$ cat config.mk
export PLATFORM = sky130hd
export DESIGN_NAME = latch_strobe_generator_flat
export DESIGN_NICKNAME = d
export VERILOG_FILES = /design/src/rtl/latch_strobe_generator_if.sv /design/src/rtl/latch_strobe_generator.sv /design/src/flat_wrapper.sv
export SDC_FILE = /design/constraint.sdc
export NUM_CORES = 1
export LEC_CHECK = 0
export CAP_MARGIN = 20
export CORE_MARGIN = 2
export CORE_UTILIZATION = 58
export DETAILED_ROUTE_END_ITERATION = 10
export HOLD_SLACK_MARGIN = 0.03
export MAX_ROUTING_LAYER = met4
export PLACE_DENSITY = 0.73
export SLEW_MARGIN = 20
export SYNTH_ARGS = -nofsm -noshare
export SYNTH_HDL_FRONTEND = slang
export SYNTH_SLANG_ARGS = --single-unit
$ cat constraint.sdc
create_clock -name clock -period 1.9 [get_ports clock]
set_input_delay 0.475 -clock clock [delete_from_list [all_inputs] [get_ports clock]]
set_output_delay 0.475 -clock clock [all_outputs]
set_load 0.005 [all_outputs]
$ cat src/rtl/latch_strobe_generator_if.sv
// Signal bundle between the switch/button front end, the strobe generator and the gated D latch.
// The master side drives the raw inputs; the slave (the generator) drives the latch-facing outputs.
interface latch_strobe_generator_if;
  logic raw_data;
  logic raw_button;
  logic enable;
  logic data;
  logic busy;
  logic dropped;

  modport master (
    output raw_data, raw_button,
    input  enable, data, busy, dropped
  );

  modport slave (
    input  raw_data, raw_button,
    output enable, data, busy, dropped
  );
endinterface

$ cat src/rtl/latch_strobe_generator.sv
// Synchronises and debounces a data switch and a load button, then drives a gated D latch
// through a timed setup / open / hold window on every debounced button press.
module latch_strobe_generator #(
  parameter int unsigned DEBOUNCE_CYCLES = 4,
  parameter int unsigned SETUP_CYCLES    = 2,
  parameter int unsigned OPEN_CYCLES     = 4,
  parameter int unsigned HOLD_CYCLES     = 2,
  parameter int unsigned COUNT_WIDTH     = 8
) (
  input  logic                     clock,
  input  logic                     reset_,
  latch_strobe_generator_if.slave  lsg
);

  localparam logic [1:0] ST_IDLE  = 2'd0;
  localparam logic [1:0] ST_SETUP = 2'd1;
  localparam logic [1:0] ST_OPEN  = 2'd2;
  localparam logic [1:0] ST_HOLD  = 2'd3;

  localparam logic [COUNT_WIDTH-1:0] DEB_LAST   = COUNT_WIDTH'(DEBOUNCE_CYCLES - 1);
  localparam logic [COUNT_WIDTH-1:0] SETUP_LAST = COUNT_WIDTH'(SETUP_CYCLES - 1);
  localparam logic [COUNT_WIDTH-1:0] OPEN_LAST  = COUNT_WIDTH'(OPEN_CYCLES - 1);
  localparam logic [COUNT_WIDTH-1:0] HOLD_LAST  = COUNT_WIDTH'(HOLD_CYCLES - 1);

  // Bit 0 carries the button, bit 1 the data switch, through sync and debounce.
  localparam int BTN = 0;
  localparam int DAT = 1;

  logic [1:0]                  sync1_q, sync1_d;
  logic [1:0]                  sync2_q, sync2_d;
  logic [1:0]                  deb_q, deb_d;
  logic [1:0][COUNT_WIDTH-1:0] deb_cnt_q, deb_cnt_d;
  logic                        btn_prev_q, btn_prev_d;
  logic                        press;

  logic [1:0]                  state_q, state_d;
  logic [COUNT_WIDTH-1:0]      phase_q, phase_d;
  logic                        enable_q, enable_d;
  logic                        data_q, data_d;
  logic                        busy_q, busy_d;
  logic                        dropped_q, dropped_d;

  // NOTE: every always_comb output gets a default first, so no path can infer a latch.
  always_comb begin
    sync1_d    = {lsg.raw_data, lsg.raw_button};
    sync2_d    = sync1_q;
    btn_prev_d = deb_q[BTN];
    for (int i = 0; i < 2; i++) begin
      deb_d[i]     = deb_q[i];
      deb_cnt_d[i] = '0;
      if (sync2_q[i] != deb_q[i]) begin
        if (deb_cnt_q[i] == DEB_LAST) deb_d[i] = sync2_q[i];
        else                          deb_cnt_d[i] = deb_cnt_q[i] + 1'b1;
      end
    end
  end

  assign press = deb_q[BTN] & ~btn_prev_q;

  always_comb begin
    state_d = state_q;
    phase_d = phase_q + 1'b1;
    data_d  = data_q;
    unique case (state_q)
      ST_IDLE: begin
        phase_d = '0;
        if (press) begin
          state_d = ST_SETUP;
          data_d  = deb_q[DAT];
        end
      end
      ST_SETUP: if (phase_q == SETUP_LAST) begin
        state_d = ST_OPEN;
        phase_d = '0;
      end
      ST_OPEN: if (phase_q == OPEN_LAST) begin
        state_d = ST_HOLD;
        phase_d = '0;
      end
      ST_HOLD: if (phase_q == HOLD_LAST) begin
        state_d = ST_IDLE;
        phase_d = '0;
      end
      default: begin
        state_d = ST_IDLE;
        phase_d = '0;
      end
    endcase
    // A press on the HOLD->IDLE edge still sees state_q==HOLD, so it is dropped.
    dropped_d = press && (state_q != ST_IDLE);
    enable_d  = (state_d == ST_OPEN);
    busy_d    = (state_d != ST_IDLE);
  end

  // NOTE: sequential state is updated with non-blocking assignments only, so every flop
  // samples the pre-edge values regardless of block ordering.
  always_ff @(posedge clock or negedge reset_) begin
    if (!reset_) begin
      sync1_q    <= '0;
      sync2_q    <= '0;
      deb_q      <= '0;
      deb_cnt_q  <= '0;
      btn_prev_q <= 1'b0;
      state_q    <= ST_IDLE;
      phase_q    <= '0;
      enable_q   <= 1'b0;
      data_q     <= 1'b0;
      busy_q     <= 1'b0;
      dropped_q  <= 1'b0;
    end else begin
      sync1_q    <= sync1_d;
      sync2_q    <= sync2_d;
      deb_q      <= deb_d;
      deb_cnt_q  <= deb_cnt_d;
      btn_prev_q <= btn_prev_d;
      state_q    <= state_d;
      phase_q    <= phase_d;
      enable_q   <= enable_d;
      data_q     <= data_d;
      busy_q     <= busy_d;
      dropped_q  <= dropped_d;
    end
  end

  assign lsg.enable  = enable_q;
  assign lsg.data    = data_q;
  assign lsg.busy    = busy_q;
  assign lsg.dropped = dropped_q;

endmodule

$ cat src/flat_wrapper.sv
// flat-port wrapper written by rule: the top's interface ports become plain ports
module latch_strobe_generator_flat 
#(
  parameter int unsigned DEBOUNCE_CYCLES = 4,
  parameter int unsigned SETUP_CYCLES    = 2,
  parameter int unsigned OPEN_CYCLES     = 4,
  parameter int unsigned HOLD_CYCLES     = 2,
  parameter int unsigned COUNT_WIDTH     = 8
)
  (clock, reset_, lsg_raw_data, lsg_raw_button, lsg_enable, lsg_data, lsg_busy, lsg_dropped);
  latch_strobe_generator_if lsg_i ();
  input  logic clock;
  input  logic reset_;
  input wire logic [$bits(lsg_i.raw_data)-1:0] lsg_raw_data;
  input wire logic [$bits(lsg_i.raw_button)-1:0] lsg_raw_button;
  output wire logic [$bits(lsg_i.enable)-1:0] lsg_enable;
  output wire logic [$bits(lsg_i.data)-1:0] lsg_data;
  output wire logic [$bits(lsg_i.busy)-1:0] lsg_busy;
  output wire logic [$bits(lsg_i.dropped)-1:0] lsg_dropped;
  assign lsg_i.raw_data = lsg_raw_data;
  assign lsg_i.raw_button = lsg_raw_button;
  assign lsg_enable = lsg_i.enable;
  assign lsg_data = lsg_i.data;
  assign lsg_busy = lsg_i.busy;
  assign lsg_dropped = lsg_i.dropped;
  latch_strobe_generator #(.DEBOUNCE_CYCLES(DEBOUNCE_CYCLES), .SETUP_CYCLES(SETUP_CYCLES), .OPEN_CYCLES(OPEN_CYCLES), .HOLD_CYCLES(HOLD_CYCLES), .COUNT_WIDTH(COUNT_WIDTH)) u_core (.clock(clock), .reset_(reset_), .lsg(lsg_i));
endmodule
==> results of run 1 <==
## registers in the layout (all words and copies together) (netlist names)
| signal | flops |
|---|---|
| u_core.deb_cnt_q | 16 |
| u_core.phase_q | 8 |
| u_core.state_q | 2 |
| u_core.lsg.enable | 1 |
| u_core.btn_prev_q | 1 |
| u_core.lsg.busy | 1 |
| u_core.sync1_q | 2 |
| u_core.lsg.dropped | 1 |
| u_core.sync2_q | 2 |
| u_core.lsg.data | 1 |
| u_core.deb_q | 2 |
## worst max-delay path by stage
stage | startpoint | slack (ns) | depth (start not counted) | to
global placement | u_core.deb_cnt_q[8] | 0.18 | 4 | u_core.deb_cnt_q[12]
detailed placement | u_core.deb_cnt_q[8] | 0.08 | 4 | u_core.deb_cnt_q[14]
global route | u_core.deb_cnt_q[8] | 0.04 | 4 | u_core.deb_q[1]
floorplan | u_core.deb_cnt_q[8] | 0.24 | 4 | u_core.deb_q[1]
CTS | u_core.deb_cnt_q[8] | 0.07 | 4 | u_core.deb_cnt_q[14]
finish | u_core.deb_cnt_q[8] | 0.10 | 5 | u_core.deb_cnt_q[14]
## per-stage QoR
stage               power, mW  setup WS (ns)  hold WS [ns]  instance area [sq um]
global route             2.40         0.0375         0.387                   1800
global placement         1.79          0.184         0.334                   1750
detailed placement       1.82         0.0829         0.336                   1750
finish                   2.21          0.102         0.358                   1800
floorplan                1.60          0.237         0.179                   1630
CTS                      2.21         0.0665         0.360                   1800
## worst max-delay path, cell delays in order (launching register included)
cell,delay [ns]
dfrtp_1,0.39
ha_1,0.23
or4b_4,0.51
o41ai_4,0.28
buf_4,0.20
a21oi_1,0.07
## report_power, final
part | switching, mW | total, mW | leakage, nW | internal [mW]
combinational | 0.345 | 0.682 | 0.265 | 0.337
sequential | 0.173 | 1.14 | 0.481 | 0.967
clock | 0.250 | 0.391 | 0.0320 | 0.141
total | 0.768 | 2.21 | 0.778 | 1.45
## cell usage after synthesis (all sizes together), types with 2 or more instances
| cell | count | area (sq um) |
|---|---|---|
| xnor2 | 5 | 43.8 |
| a21oi | 10 | 50.1 |
| xor2 | 7 | 61.3 |
| a22oi | 2 | 15.0 |
| nor2 | 14 | 52.6 |
| nand4 | 3 | 18.8 |
| nor2b | 2 | 12.5 |
| a211oi | 2 | 15.0 |
| inv | 5 | 18.8 |
| nor3 | 3 | 15.0 |
| mux2 | 3 | 33.8 |
| nand2 | 7 | 26.3 |
| ha | 4 | 50.1 |
| dfrtp | 37 | 926 |
| or3 | 9 | 56.3 |
| o21ai | 9 | 45.0 |
| nand3 | 9 | 45.0 |
## cell type report
cell class / count / area [sq um] / share of cell area
clock buffers: 6 / 41.3 / 0.0229
multi-input cells: 103 / 684 / 0.379
repair buffers: 9 / 85.1 / 0.0472
well taps: 31 / 38.8 / 0.0215
clock inverters: 2 / 10.0 / 0.00555
inverters: 5 / 18.8 / 0.0104
flip-flops and latches: 37 / 926 / 0.513
## timing repair
action,CTS,global route
buffers inserted,0,1
hold endpoints to repair,0,0
setup endpoints to repair,0,3
## cells in the final DEF (no fill, tap or decap), types with 7 or more instances in the layout
| cell type | instances |
|---|---|
| a21oi_1 | 10 |
| clkdlybuf4s50_1 | 7 |
| dfrtp_1 | 37 |
| nand2_1 | 7 |
| nand3_1 | 9 |
| nor2_1 | 14 |
| o21ai_0 | 9 |
| or3_1 | 9 |
| xor2_1 | 7 |
## layer usage
metal / routed length, um / global-route usage / share of wire / vias to the layer above
met2: 1330 / 0.320 / 0.49 / 18
li1: - / - / - / 555
met1: 1220 / 0.249 / 0.45 / 518
met5: 0 / - / 0 / -
met4: 68 / 0.103 / 0.025 / 0
met3: 75 / 0.0499 / 0.028 / 7
## cell families after synthesis
logic type | synth area share
muxes | 0.0207
xor gates and xnor gates | 0.0644
AOI/OAI and AO/OA | 0.119
adders and majority gates | 0.0307
and+or+nand+nor | 0.185
DFF | 0.567
buffers and inverters | 0.0138
==> run summary, run 1 <==
The final wirelength came out at 2690 um. The startpoint of the most critical register-to-register path is u_core.deb_cnt_q[8]. The per-cell via count in the routed design came out at 5.69. The number of levels in the clock H-tree came out at 2. The number of sinks driven by the clock tree is 37. At the end of the flow, the number of nets in the layout was 169. The total placed cells including tap cells came out at 184. The leakage power total is 0.778 nW.

The aggregate global-route resource usage is 0.205. The clock latency reported for the late side of the worst-skew pair is 0.33 ns. The number of design rule violations left after detail routing came out at 0.

TritonCTS built the clock tree. The count of TritonRoute iterations in the first routing pass is 4. The run finished with clean final reports. The count of final hold-check violations is 0. The antenna diode count came out at 0. Counting flops and latches in the post-synthesis netlist gives 37. Of the available clock period, the critical path in the final layout requires 0.946. The average wire per standard cell came out at 14.0 um. At the pin with the least slew margin, the transition time is 0.448 ns. The core area is 2710 sq um. Global routing finished with a remaining overflow of 0. The number of ports placed on the die boundary is 8. The die covers 3260 sq um. The die boundary width came out at 57.1 um. The worst setup path is captured at a flip-flop. The post-cts resize count is 0. The post-synth net total is 154. Headroom to the max-slew limit came out at 0.699. The number of hold buffers added after CTS came out at 0.

Setup repair after global routing left no endpoint under its margin. The count of standard-cell rows came out at 19. The endpoint identified for the worst register-to-register timing path is u_core.deb_cnt_q[14]. The path class of the tightest hold or removal check is flip-flop to flip-flop. The post-layout minimum cycle time is 1.80 ns.

The number of antenna violations at the first check in global routing came out at 0. The maximum clock frequency is 0.556 GHz. The critical path startpoint category is a flip-flop. The share of synthesized flip-flops with an asynchronous set or reset is 1.00. The startpoint of the most critical hold path is u_core.sync1_q[0]. The buffer depth of the longest clock path is 2. The data required time of the critical path came out at 2.12 ns. Adding up every negative setup slack in the final design gives 0 ns.

In this run, synthesis inferred 0 flip-flops with an integrated enable. The CTS buffer count came out at 5. The layout overhead on the synthesized area came out at 10.5%. The depth of the worst register-to-register path came out at 5. The clock skew is 0.0125 ns. The critical-path maximum fanout came out at 8. The post-layout utilization of the core came out at 0.666. The first global-routing pass estimated 4960 um of wire. The minimum setup slack among reg-to-reg paths is 0.10 ns. The signal arrival time at the worst endpoint is 2.01 ns. The number of buffer cells added on primary ports came out at 7. The share of layout cells above drive strength 1 is 0.0988.

The post-synthesis average cell area is 11.2 sq um. For this block, the initial DRC count from the detailed router was 41. The total count of max-transition violations in the final report is 0. After synthesis, the netlist uses 32 different library cells. The via count of the first global-routing pass is 1132.

Clock tree synthesis selected as its root buffer the cell clkbuf_4. For this run, the leading register cell type out of synthesis is dfrtp_1. The peak supply drop is 0.00120 V. The initial utilization of the core area, before any placement, comes to 0.602. The pin count of the biggest net entering global routing is 38. In this run the power density over the cells is 1230 nW/um^2. The number of fill cells in the layout came out at 228. The destination of the worst hold path is u_core.sync2_q[0]. Clock-pin slew was measured on the worst setup and hold paths at 0.12 ns.

The floorplan step set the die height to 57.1 um. The half-perimeter wire length after placement is 1890 um. The cell depth of the worst hold path is 0.

The cell area after synthesis came out at 1630 sq um. The post-synthesis sequential area ratio came out at 0.567. The detailed-route via count is 1098.

The tool flagged a number of max-cap violations equal to 0. Setup violations remaining at the end of the flow were counted as 0. The finished layout holds 193 standard cells, fillers aside.

The count of yosys warnings during synthesis came out at 0. The routability congestion estimate from global placement came out at 0.807. The critical path in this run is classified as flip-flop to flip-flop. The number of nets with antenna violations after detailed routing came out at 0.

The synthesized instance count came out at 146.
Note: power is estimated with default switching activity, not from simulation.
==> run 2: changes to the inputs <==
CELL_PAD_IN_SITES_DETAIL_PLACEMENT = 1   (was default)
CELL_PAD_IN_SITES_GLOBAL_PLACEMENT = 1   (was default)
CORE_UTILIZATION = 50   (was 58)
PLACE_DENSITY = 0.78   (was 0.73)
clock period = 2.07 ns   (was 1.9 ns; I/O delays follow)
==> run summary, run 2 (synthesized netlist as in run 1, its figures left out) <==
Outcome: finished, final reports clean (unchanged). The layout overhead on the synthesized area came out at 12.2% (was 10.5%). The total placed cells including tap cells is 197 (was 184). The peak supply drop came out at 0.000688 V (was 0.00120 V). The class of the tightest hold or removal check is flip-flop to flip-flop (unchanged). The post-place setup slack is 0.248 ns (was 0.0829 ns). The met1 track utilization from global routing was 0.263 (was 0.249). The number of non-filler instances in the completed layout is 205 (was 193). The half-perimeter wire length after placement was 2190 um (was 1890 um).

The via count of the first global-routing pass is 1186 (was 1132). The post-layout minimum cycle time is 1.79 ns (was 1.80 ns). The total power was 2.11 mW (was 2.21 mW). The number of antenna violations at the first check in global routing came out at 0 (unchanged). The die boundary width came out at 61.1 um (was 57.1 um). Sequence of cells on the critical path: ha_1 > or4b_4 > o41ai_4 > nor2_1 (was ha_1 > or4b_4 > o41ai_4 > buf_4 > a21oi_1).

The relative slew slack is 0.666 (was 0.699). The core area was 3080 sq um (was 2710 sq um). The die boundary height came out at 61.1 um (was 57.1 um). The routing layer with the top usage in global route is met2 (unchanged). The count of standard-cell rows is 20 (was 19). The number of nets with antenna violations after detailed routing came to 0 (unchanged). The accumulated negative setup slack is 0 ns (unchanged). The routability congestion estimate from global placement is 0.752 (was 0.807). The count of final hold-check violations is 0 (unchanged). The number of sinks driven by the clock tree is 37 (unchanged).

The root cell of the clock tree is clkbuf_4 (unchanged). The detailed-route via count is 1121 (was 1098). The total count of max-transition violations in the final report came to 0 (unchanged). The per-cell via count in the routed design came out at 5.47 (was 5.69).

The number of levels in the clock H-tree came out at 2 (unchanged). Commonest non-fill, non-tap cells in the layout: dfrtp_1 (37), nor2_1 (14), a21oi_1 (10) (unchanged). The category of cells accounting for the largest share of critical-path delay was simple AND/OR/NAND/NOR gates (unchanged).

The flip-flop count of the largest register after layout was 16 (unchanged). The largest stage delay on the critical path is 0.51 ns (about the same). The minimum setup slack among reg-to-reg paths came out at 0.28 ns (was 0.10 ns). The buffer depth of the longest clock path came out at 2 (unchanged). The clock latency reported for the late side of the worst-skew pair was 0.34 ns (was 0.33 ns). The aggregate global-route resource usage was 0.210 (was 0.205). Setup repair after global routing missed its margin: no (unchanged). The clock transition at the registers of the reported paths was 0.12 ns (about the same).

The post-CTS setup-driven buffer insertion count is 0 (unchanged). The standard cell area after detailed placement came out at 1760 sq um (was 1750 sq um). The number of hold buffers added after CTS is 0 (unchanged). The capturing element type of the critical path was a flip-flop (unchanged).

Largest regs: u_core.deb_cnt_q x16, u_core.phase_q x8 (unchanged). The clock tree from TritonCTS is built (unchanged). The antenna diode count is 0 (unchanged). The number of DRC violations after detailed-routing iteration 0 was 40 (was 41). The buffer and inverter count on the worst path came out at 0 (was 1). The count of maximum capacitance violations came out at 0 (unchanged). The final cycle utilization of the critical path came out at 0.866 (was 0.946).

The kind of critical path is flip-flop to flip-flop (unchanged). The average wire per standard cell came out at 15.4 um (was 14.0 um). The startpoint of the most critical register-to-register path was u_core.deb_cnt_q[8] (unchanged). The pin count of the biggest net entering global routing is 38 (unchanged).

The standard cell with the maximum stage delay on the critical path is or4b_4 (unchanged). The measured slew at the worst slew-check pin is 0.499 ns (was 0.448 ns). The area enclosed by the die boundary came out at 3740 sq um (was 3260 sq um).

The count of TritonRoute iterations in the first routing pass is 4 (unchanged). The data required time of the critical path came out at 2.29 ns (was 2.12 ns). The leading cell type in the layout, fill and taps excluded is dfrtp_1 (unchanged). The CTS buffer count is 5 (unchanged). The number of buffer cells added on primary ports is 7 (unchanged). The final design area excluding fillers is 1830 sq um (was 1800 sq um). The startpoint of the most critical hold path is u_core.sync1_q[0] (unchanged). The remaining global-route overflow came out at 0 (unchanged). The critical path startpoint category is a flip-flop (unchanged). The global-route wire length before repair is 5440 um (was 4960 um). The final setup violation count is 0 (unchanged). The number of ports placed on the die boundary came out at 8 (unchanged). The starting density of the core came out at 0.530 (was 0.602). The source of the critical timing path is u_core.deb_cnt_q[8] (unchanged). The share of layout cells above drive strength 1 came out at 0.0994 (was 0.0988). The cell area power density is 1150 nW/um^2 (was 1230 nW/um^2). The critical-path maximum fanout is 8 (unchanged).

The register with the most flip-flops is u_core.deb_cnt_q (unchanged). The number of design rule violations left after detail routing came to 0 (unchanged). The worst hold slack across all endpoints came out at 0.358 ns (about the same). The signal arrival time at the worst endpoint came out at 2.01 ns (about the same).

The final wirelength is 3150 um (was 2690 um). The post-layout utilization of the core is 0.595 (was 0.666). The met2 routing resource usage after global routing is 0.324 (was 0.320). The leakage power total is 0.783 nW (was 0.778 nW). The number of nets in the final layout is 168 (was 169).

The maximum clock frequency came out at 0.558 GHz (was 0.556 GHz). The global-route track usage on met3 is 0.0399 (was 0.0499). The setup slack of the critical path after layout came out at 0.278 ns (was 0.102 ns).

The clock skew came out at 0.0182 ns (was 0.0125 ns). The post-cts resize count is 0 (unchanged).
[run 2: worst paths after layout]
kind,endpoint,depth (start not counted)
worst max-delay path,u_core.deb_cnt_q[12],4
min in group asynchronous,u_core.deb_cnt_q[6],2
max in group asynchronous,u_core.lsg.busy,2
worst min register to register,u_core.sync2_q[0],0
worst max register to register,u_core.deb_cnt_q[12],4
worst min-delay path,u_core.sync2_q[0],0
[run 2: power by group]
part	total [mW]	internal [mW]	switching, mW
Combinational	0.617	0.298	0.319
Clock	0.440	0.197	0.243
Sequential	1.05	0.888	0.164
[run 2: area by class of cell]
type	count	area (sq um)
Inverter	5	18.8
Tap cell	44	55.1
Sequential cell	37	926
Clock buffer	7	65.1
Clock inverter	1	5.00
Timing Repair Buffer	8	77.6
Fill cell	344	1250
Multi-Input combinational cell	103	684
[run 2: metal layers]
| layer | vias to the layer above | share of wire |
|---|---|---|
| met1 | 553 | 0.45 |
| met5 | - | 0 |
| li1 | 553 | - |
| met2 | 13 | 0.51 |
| met4 | 0 | 0.0092 |
| met3 | 2 | 0.029 |
